$ cat config.mk
export PLATFORM = sky130hd
export DESIGN_NAME = arbitro_banco_registradores
export DESIGN_NICKNAME = d
export VERILOG_FILES = /design/src/rtl/arbitro_banco_registradores.sv
export SDC_FILE = /design/constraint.sdc
export NUM_CORES = 1
export LEC_CHECK = 0
export ABC_AREA = 1
export BUFFER_PORTS_ARGS = -buffer_cell sky130_fd_sc_hd__buf_2
export CORE_AREA = 2 2 132 134
export CTS_CLUSTER_SIZE = 25
export DETAILED_ROUTE_END_ITERATION = 8
export DIE_AREA = 0 0 134 136
export PLACE_DENSITY = 0.62
export SLEW_MARGIN = 40
export SYNTH_ARGS = -nofsm -noshare
export SYNTH_HDL_FRONTEND = slang
export SYNTH_SLANG_ARGS = --single-unit
$ cat constraint.sdc
create_clock -name Clock_in -period 4.7 [get_ports Clock_in]
set_clock_uncertainty 0.1 [all_clocks]
set_input_delay 0.47 -clock Clock_in [delete_from_list [all_inputs] [get_ports Clock_in]]
set_output_delay 0.47 -clock Clock_in [all_outputs]
set_load 0.005 [all_outputs]
$ cat src/rtl/arbitro_banco_registradores.sv
// Round-robin arbiter and sequencer in front of a 16-entry register bank.
// It also runs a command-driven sweep that writes zero to every register.
module arbitro_banco_registradores #(
    parameter int DATA_WIDTH = 32,
    parameter int ADDR_WIDTH = 4
) (
    input  logic                  Clock_in,
    input  logic                  Signal_reset,
    input  logic                  Req_A,
    input  logic                  Req_B,
    input  logic                  Wr_A,
    input  logic                  Wr_B,
    input  logic [ADDR_WIDTH-1:0] Rd_addr1_A,
    input  logic [ADDR_WIDTH-1:0] Rd_addr1_B,
    input  logic [ADDR_WIDTH-1:0] Rd_addr2_A,
    input  logic [ADDR_WIDTH-1:0] Rd_addr2_B,
    input  logic [ADDR_WIDTH-1:0] Wr_addr_A,
    input  logic [ADDR_WIDTH-1:0] Wr_addr_B,
    input  logic [DATA_WIDTH-1:0] Wr_data_A,
    input  logic [DATA_WIDTH-1:0] Wr_data_B,
    output logic                  Gnt_A,
    output logic                  Gnt_B,
    output logic                  Rd_valid_A,
    output logic                  Rd_valid_B,
    output logic [DATA_WIDTH-1:0] Rd_data1_A,
    output logic [DATA_WIDTH-1:0] Rd_data1_B,
    output logic [DATA_WIDTH-1:0] Rd_data2_A,
    output logic [DATA_WIDTH-1:0] Rd_data2_B,
    input  logic                  Clear_req,
    output logic                  Busy,
    output logic                  Clear_done,
    output logic [ADDR_WIDTH-1:0] Read_1,
    output logic [ADDR_WIDTH-1:0] Read_2,
    output logic [ADDR_WIDTH-1:0] Address_to_write,
    output logic [DATA_WIDTH-1:0] Data_to_write,
    output logic                  Signal_write,
    output logic                  Signal_read,
    input  logic [DATA_WIDTH-1:0] Out_1,
    input  logic [DATA_WIDTH-1:0] Out_2
);

    localparam int NUM_REGS = 2 ** ADDR_WIDTH;
    localparam logic [ADDR_WIDTH-1:0] LAST_ADDR = ADDR_WIDTH'(NUM_REGS - 1);

    typedef enum logic {
        ST_RUN,
        ST_CLEAR
    } state_t;

    state_t                  state_q, state_d;
    logic                    prio_q, prio_d;
    logic [ADDR_WIDTH-1:0]   cnt_q, cnt_d;
    logic                    clear_done_q, clear_done_d;
    logic                    gnt_a, gnt_b;

    logic                    win_wr;
    logic [ADDR_WIDTH-1:0]   win_ra1, win_ra2, win_wa;
    logic [DATA_WIDTH-1:0]   win_wd;

    logic                    vld_p0, vld_p1;
    logic                    tag_p0, tag_p1;

    always_ff @(posedge Clock_in or negedge Signal_reset) begin
        if (!Signal_reset) begin
            state_q      <= ST_RUN;
            prio_q       <= 1'b0;
            cnt_q        <= '0;
            clear_done_q <= 1'b0;
        end else begin
            state_q      <= state_d;
            prio_q       <= prio_d;
            cnt_q        <= cnt_d;
            clear_done_q <= clear_done_d;
        end
    end

    // A clear command in RUN wins over any request pending in the same cycle.
    always_comb begin
        state_d      = state_q;
        prio_d       = prio_q;
        cnt_d        = cnt_q;
        clear_done_d = 1'b0;
        gnt_a        = 1'b0;
        gnt_b        = 1'b0;
        case (state_q)
            ST_RUN: begin
                if (Clear_req) begin
                    state_d = ST_CLEAR;
                    cnt_d   = '0;
                end else begin
                    if (Req_A && (!Req_B || !prio_q)) begin
                        gnt_a = 1'b1;
                    end else if (Req_B) begin
                        gnt_b = 1'b1;
                    end
                    if (gnt_a) begin
                        prio_d = 1'b1;
                    end else if (gnt_b) begin
                        prio_d = 1'b0;
                    end
                end
            end
            ST_CLEAR: begin
                cnt_d = cnt_q + ADDR_WIDTH'(1);
                if (cnt_q == LAST_ADDR) begin
                    state_d      = ST_RUN;
                    clear_done_d = 1'b1;
                end
            end
            default: begin
                state_d = ST_RUN;
            end
        endcase
    end

    always_comb begin
        if (gnt_b) begin
            win_wr  = Wr_B;
            win_ra1 = Rd_addr1_B;
            win_ra2 = Rd_addr2_B;
            win_wa  = Wr_addr_B;
            win_wd  = Wr_data_B;
        end else begin
            win_wr  = Wr_A;
            win_ra1 = Rd_addr1_A;
            win_ra2 = Rd_addr2_A;
            win_wa  = Wr_addr_A;
            win_wd  = Wr_data_A;
        end
    end

    // Stage p0: bank control registers and read tag, one cycle after grant.
    always_ff @(posedge Clock_in or negedge Signal_reset) begin
        if (!Signal_reset) begin
            Signal_write     <= 1'b0;
            Signal_read      <= 1'b0;
            Read_1           <= '0;
            Read_2           <= '0;
            Address_to_write <= '0;
            Data_to_write    <= '0;
            vld_p0           <= 1'b0;
            tag_p0           <= 1'b0;
        end else begin
            Signal_write <= 1'b0;
            Signal_read  <= 1'b0;
            vld_p0       <= 1'b0;
            tag_p0       <= gnt_b;
            if (state_q == ST_CLEAR) begin
                Signal_write     <= 1'b1;
                Address_to_write <= cnt_q;
                Data_to_write    <= '0;
            end else if (gnt_a || gnt_b) begin
                if (win_wr) begin
                    Signal_write     <= 1'b1;
                    Address_to_write <= win_wa;
                    Data_to_write    <= win_wd;
                end else begin
                    Signal_read <= 1'b1;
                    Read_1      <= win_ra1;
                    Read_2      <= win_ra2;
                    vld_p0      <= 1'b1;
                end
            end
        end
    end

    // Stage p1: tag aligned with the bank's registered read data.
    always_ff @(posedge Clock_in or negedge Signal_reset) begin
        if (!Signal_reset) begin
            vld_p1 <= 1'b0;
            tag_p1 <= 1'b0;
        end else begin
            vld_p1 <= vld_p0;
            tag_p1 <= tag_p0;
        end
    end

    assign Gnt_A      = gnt_a & Signal_reset;
    assign Gnt_B      = gnt_b & Signal_reset;
    assign Busy       = (state_q == ST_CLEAR);
    assign Clear_done = clear_done_q;

    assign Rd_valid_A = vld_p1 & ~tag_p1;
    assign Rd_valid_B = vld_p1 & tag_p1;
    assign Rd_data1_A = Rd_valid_A ? Out_1 : '0;
    assign Rd_data2_A = Rd_valid_A ? Out_2 : '0;
    assign Rd_data1_B = Rd_valid_B ? Out_1 : '0;
    assign Rd_data2_B = Rd_valid_B ? Out_2 : '0;

endmodule

==> impl_metrics.csv <==
group,metric,value,unit
timing,timing.final.crit_share,51.6,%
routing,first_iteration_detailed_routing_drc_count,222,
yosys,synth.distinct_cells,22,
power,vdd.ir_drop.worst,192,uV
power,clockPowerShare,23.3,%
global_route,antenna_found_initial,1,
yosys,synthesis.area,3860,um^2
cells_and_area,mostFrequentLayoutCells,"buf_2 (338), nand2_1 (238), nor2_1 (135)",
yosys,post_synth_top_area_share,36.3,%
timing,max_slew_margin,53.8,%
floorplan,placement_rows,48,
yosys,sequential_to_total_area_share_from_yosys_stat,36.3,%
critical_path,critical_path_top_delay_cell,"dfrtp_1",
timing,setup-violations-final,0,
clock_tree,path_clk_slew,0.08,ns
critical_path,path_cells,"nor2_4, nand4_2, nand3_2, buf_4, inv_2, nand2_1, nand2_1",
routing,viasPerCell,4.12,
routing,routed_wl,15000,um
cells_and_area,post_route_cells_drive_above_1_share,42.5,%
global_route,grt_first_pass_wirelength,21700,um
routing,drc,0,
timing,fmax,412,MHz
floorplan,core_area,16900,um^2
run_status,result_of_the_run,"completed",
global_route,track_usage,15.0,%
yosys,async_set_or_reset_register_ratio_after_synthesis,100,%
placed_design,dp.cells,1143,
yosys,yosys_register_bits,56,
critical_path,reg2reg_slack,2.28,ns
yosys,syn_area_per_cell,6.30,um^2
critical_path,r2r_end,"Data_to_write[24]",
timing,fin_setup_tns,0,ns
timing,hold_violations,0,
yosys,yosys_warnings,0,
power,cellPowerDensity,288,nW/um^2
floorplan,initial_util,22.8,%
cells_and_area,nets,1086,
clock_tree,cts_repair_resize_count,0,
timing,finalMaxSlewViolations,0,
routing,number_of_detailed_route_iterations_in_the_first_pass,5,
critical_path,timing.critical_path.required,4.79,ns
clock_tree,clk_latency,0.30,ns
placed_design,place.detailed.hpwl,12000,um
clock_tree,cts_num_sinks,56,
clock_tree,h-tree-depth,2,
cells_and_area,most_common_library_cell_in_the_layout_ignoring_fill_and_taps,"buf_2",
cells_and_area,area_growth_syn_to_layout,50.6,%
yosys,yosys_most_used_dff,"dfrtp_1",
critical_path,criticalPathCategory,"flop to flop",
critical_path,path_depth_of_the_worst_reg2reg_path,7,
placed_design,gpl.final_weighted_congestion,0.838,
routing,routed_wire_length_per_instance,13.0,um
clock_tree,post_cts_hold_buffer_count,0,
critical_path,cpMostUsedCell,"nand2_1",
global_route,grt_pass1_vias,4189,
power,static-leakage-power,4.01,nW
timing,timing_worst_slew_pin_value,0.692,ns
hold_path,hold_path.class,"input port to async pin",
floorplan,floorplan.die_area,18200,um^2
run,max_cap_violations,0,
routing,antenna_violating_nets_post_route,0,
clock_tree,tritoncts,"built",
critical_path,setup.worst_path.end_class,"flop",
cells_and_area,post_layout_cell_count,1153,
routing,via_count,4751,
clock_tree,cts.repair_timing.setup_buffer_count,0,
yosys,synth.largest_area_cell,"dfrtp_1",
power,power_frac_seq,39.3,%
power,combinational_share_of_power,37.5,%
clock_tree,cts-root-buf,"clkbuf_16",
critical_path,crit_path_max_incr_delay,0.53,ns
global_route,globalRoute.totalOverflow,0,
critical_path,setup.worst_path.start_class,"flop",
timing,grt_setup_unrepaired,"false",
floorplan,top_level_ports,339,
clock_tree,clockBufferDepth,2,
yosys,synth_enable_flop_cells,0,
yosys,post_synth_main_area_contributors,"dfrtp_1 (36%), nand2_1 (23%), nor2_1 (13%)",
critical_path,arr_time_crit_path,2.51,ns
floorplan,chipWidth,134,um
yosys,mappedNetlistNets,772,
clock_tree,cts_made_buffers,5,
critical_path,worst-path-max-fanout,38,
yosys,mapped_cells,612,
power,overall_power,1.67,mW
global_route,pin_count_of_the_biggest_net_entering_global_routing,65,
timing,post-route-min-period,2.42,ns
power,p_sw,0.641,mW
critical_path,r2r_start,"Busy",
placed_design,numPortBuffers,338,
power,power_report.internal_total,1.03,mW
floorplan,fp.dieH,136,um
power,switching_share,38.4,%
## layer usage
| layer | routed length (um) | global-route usage [%] | part of all wire (%) | up-vias |
|---|---|---|---|---|
| li1 | - | - | - | 2410 |
| met1 | 5580 | 16.4 | 37 | 2073 |
| met2 | 7380 | 27.1 | 49 | 235 |
| met3 | 1540 | 4.77 | 10 | 33 |
| met4 | 456 | 5.79 | 3.0 | 0 |
| met5 | 0 | 0 | 0 | - |
## sequential cells by signal (all words and copies together) (netlist names)
signal and flops:
Read_2 4, prio_q 1, Busy 1, Data_to_write 32, Read_1 4, Clear_done 1, Signal_write 1, Address_to_write 4
vld_p1 1, cnt_q 4, tag_p0 1, tag_p1 1, vld_p0 1
## power by group through the flow
stage | Clock [mW] | Combinational [mW] | Sequential [mW]
floorplan | 0 | 0.397 | 0.653
global placement | 0 | 0.622 | 0.663
detailed placement | 0 | 0.632 | 0.664
CTS | 0.400 | 0.633 | 0.656
global route | 0.416 | 0.713 | 0.667
finish | 0.389 | 0.626 | 0.656
## area by class of cell
type,instances,area [um^2]
inverters,86,328
flip-flops and latches,56,1400
diodes,1,2.50
fillers,1868,11100
clock inverters,1,7.51
clock buffers,7,143
repair buffers,343,1740
multi-input cells,434,1900
well taps,225,282
## cells by family (layout without fill, tap and decap cells)
logic type,Yosys count,after routing,share of synthesized area (%)
compound gates,5,5,0.649
fa+ha+maj,1,1,0.324
buf+inv,122,437,14.5
flops,56,56,36.3
other cells,0,1,0
simple gates,428,428,48.2
## worst max-delay path by stage
stage / to / from
final: Data_to_write[24] / Busy
after global routing: Data_to_write[24] / Busy
after CTS: Data_to_write[24] / Busy
after detailed placement: Data_to_write[6] / Clear_req
after global placement: Data_to_write[13] / Clear_req
after floorplan: Gnt_B / Req_B
## stage by stage
step / setup slack (ns) / utilization [%] / hold WS [ns] / cell area [um^2]
floorplan: 2.97 / - / 0.0744 / 3860
global placement: 2.30 / 33.4 / 0.233 / 5630
detailed placement: 2.23 / 33.4 / 0.236 / 5640
CTS: 2.25 / 34.3 / 0.245 / 5790
global route: 2.04 / 34.4 / 0.0639 / 5810
finish: 2.28 / 34.4 / 0.0453 / 5810
## synth_stat cells, types with 3 or more instances
| master | n |
|---|---|
| nand2_1 | 239 |
| nor2_1 | 135 |
| inv_1 | 80 |
| dfrtp_1 | 56 |
| nand3_2 | 31 |
| buf_2 | 12 |
| clkbuf_1 | 12 |
| nand3_1 | 11 |
| inv_2 | 5 |
| nand4_1 | 5 |
| buf_4 | 4 |
| o21ai_0 | 4 |
| buf_12 | 3 |
| buf_6 | 3 |
## worst max-delay path, delay by kind of cell, from the launching register on
kind / cells / cell delay, ns
flops: 1 / 0.53
buf+inv: 2 / 0.88
simple gates: 5 / 0.79
(Power assumes the default switching activity.)
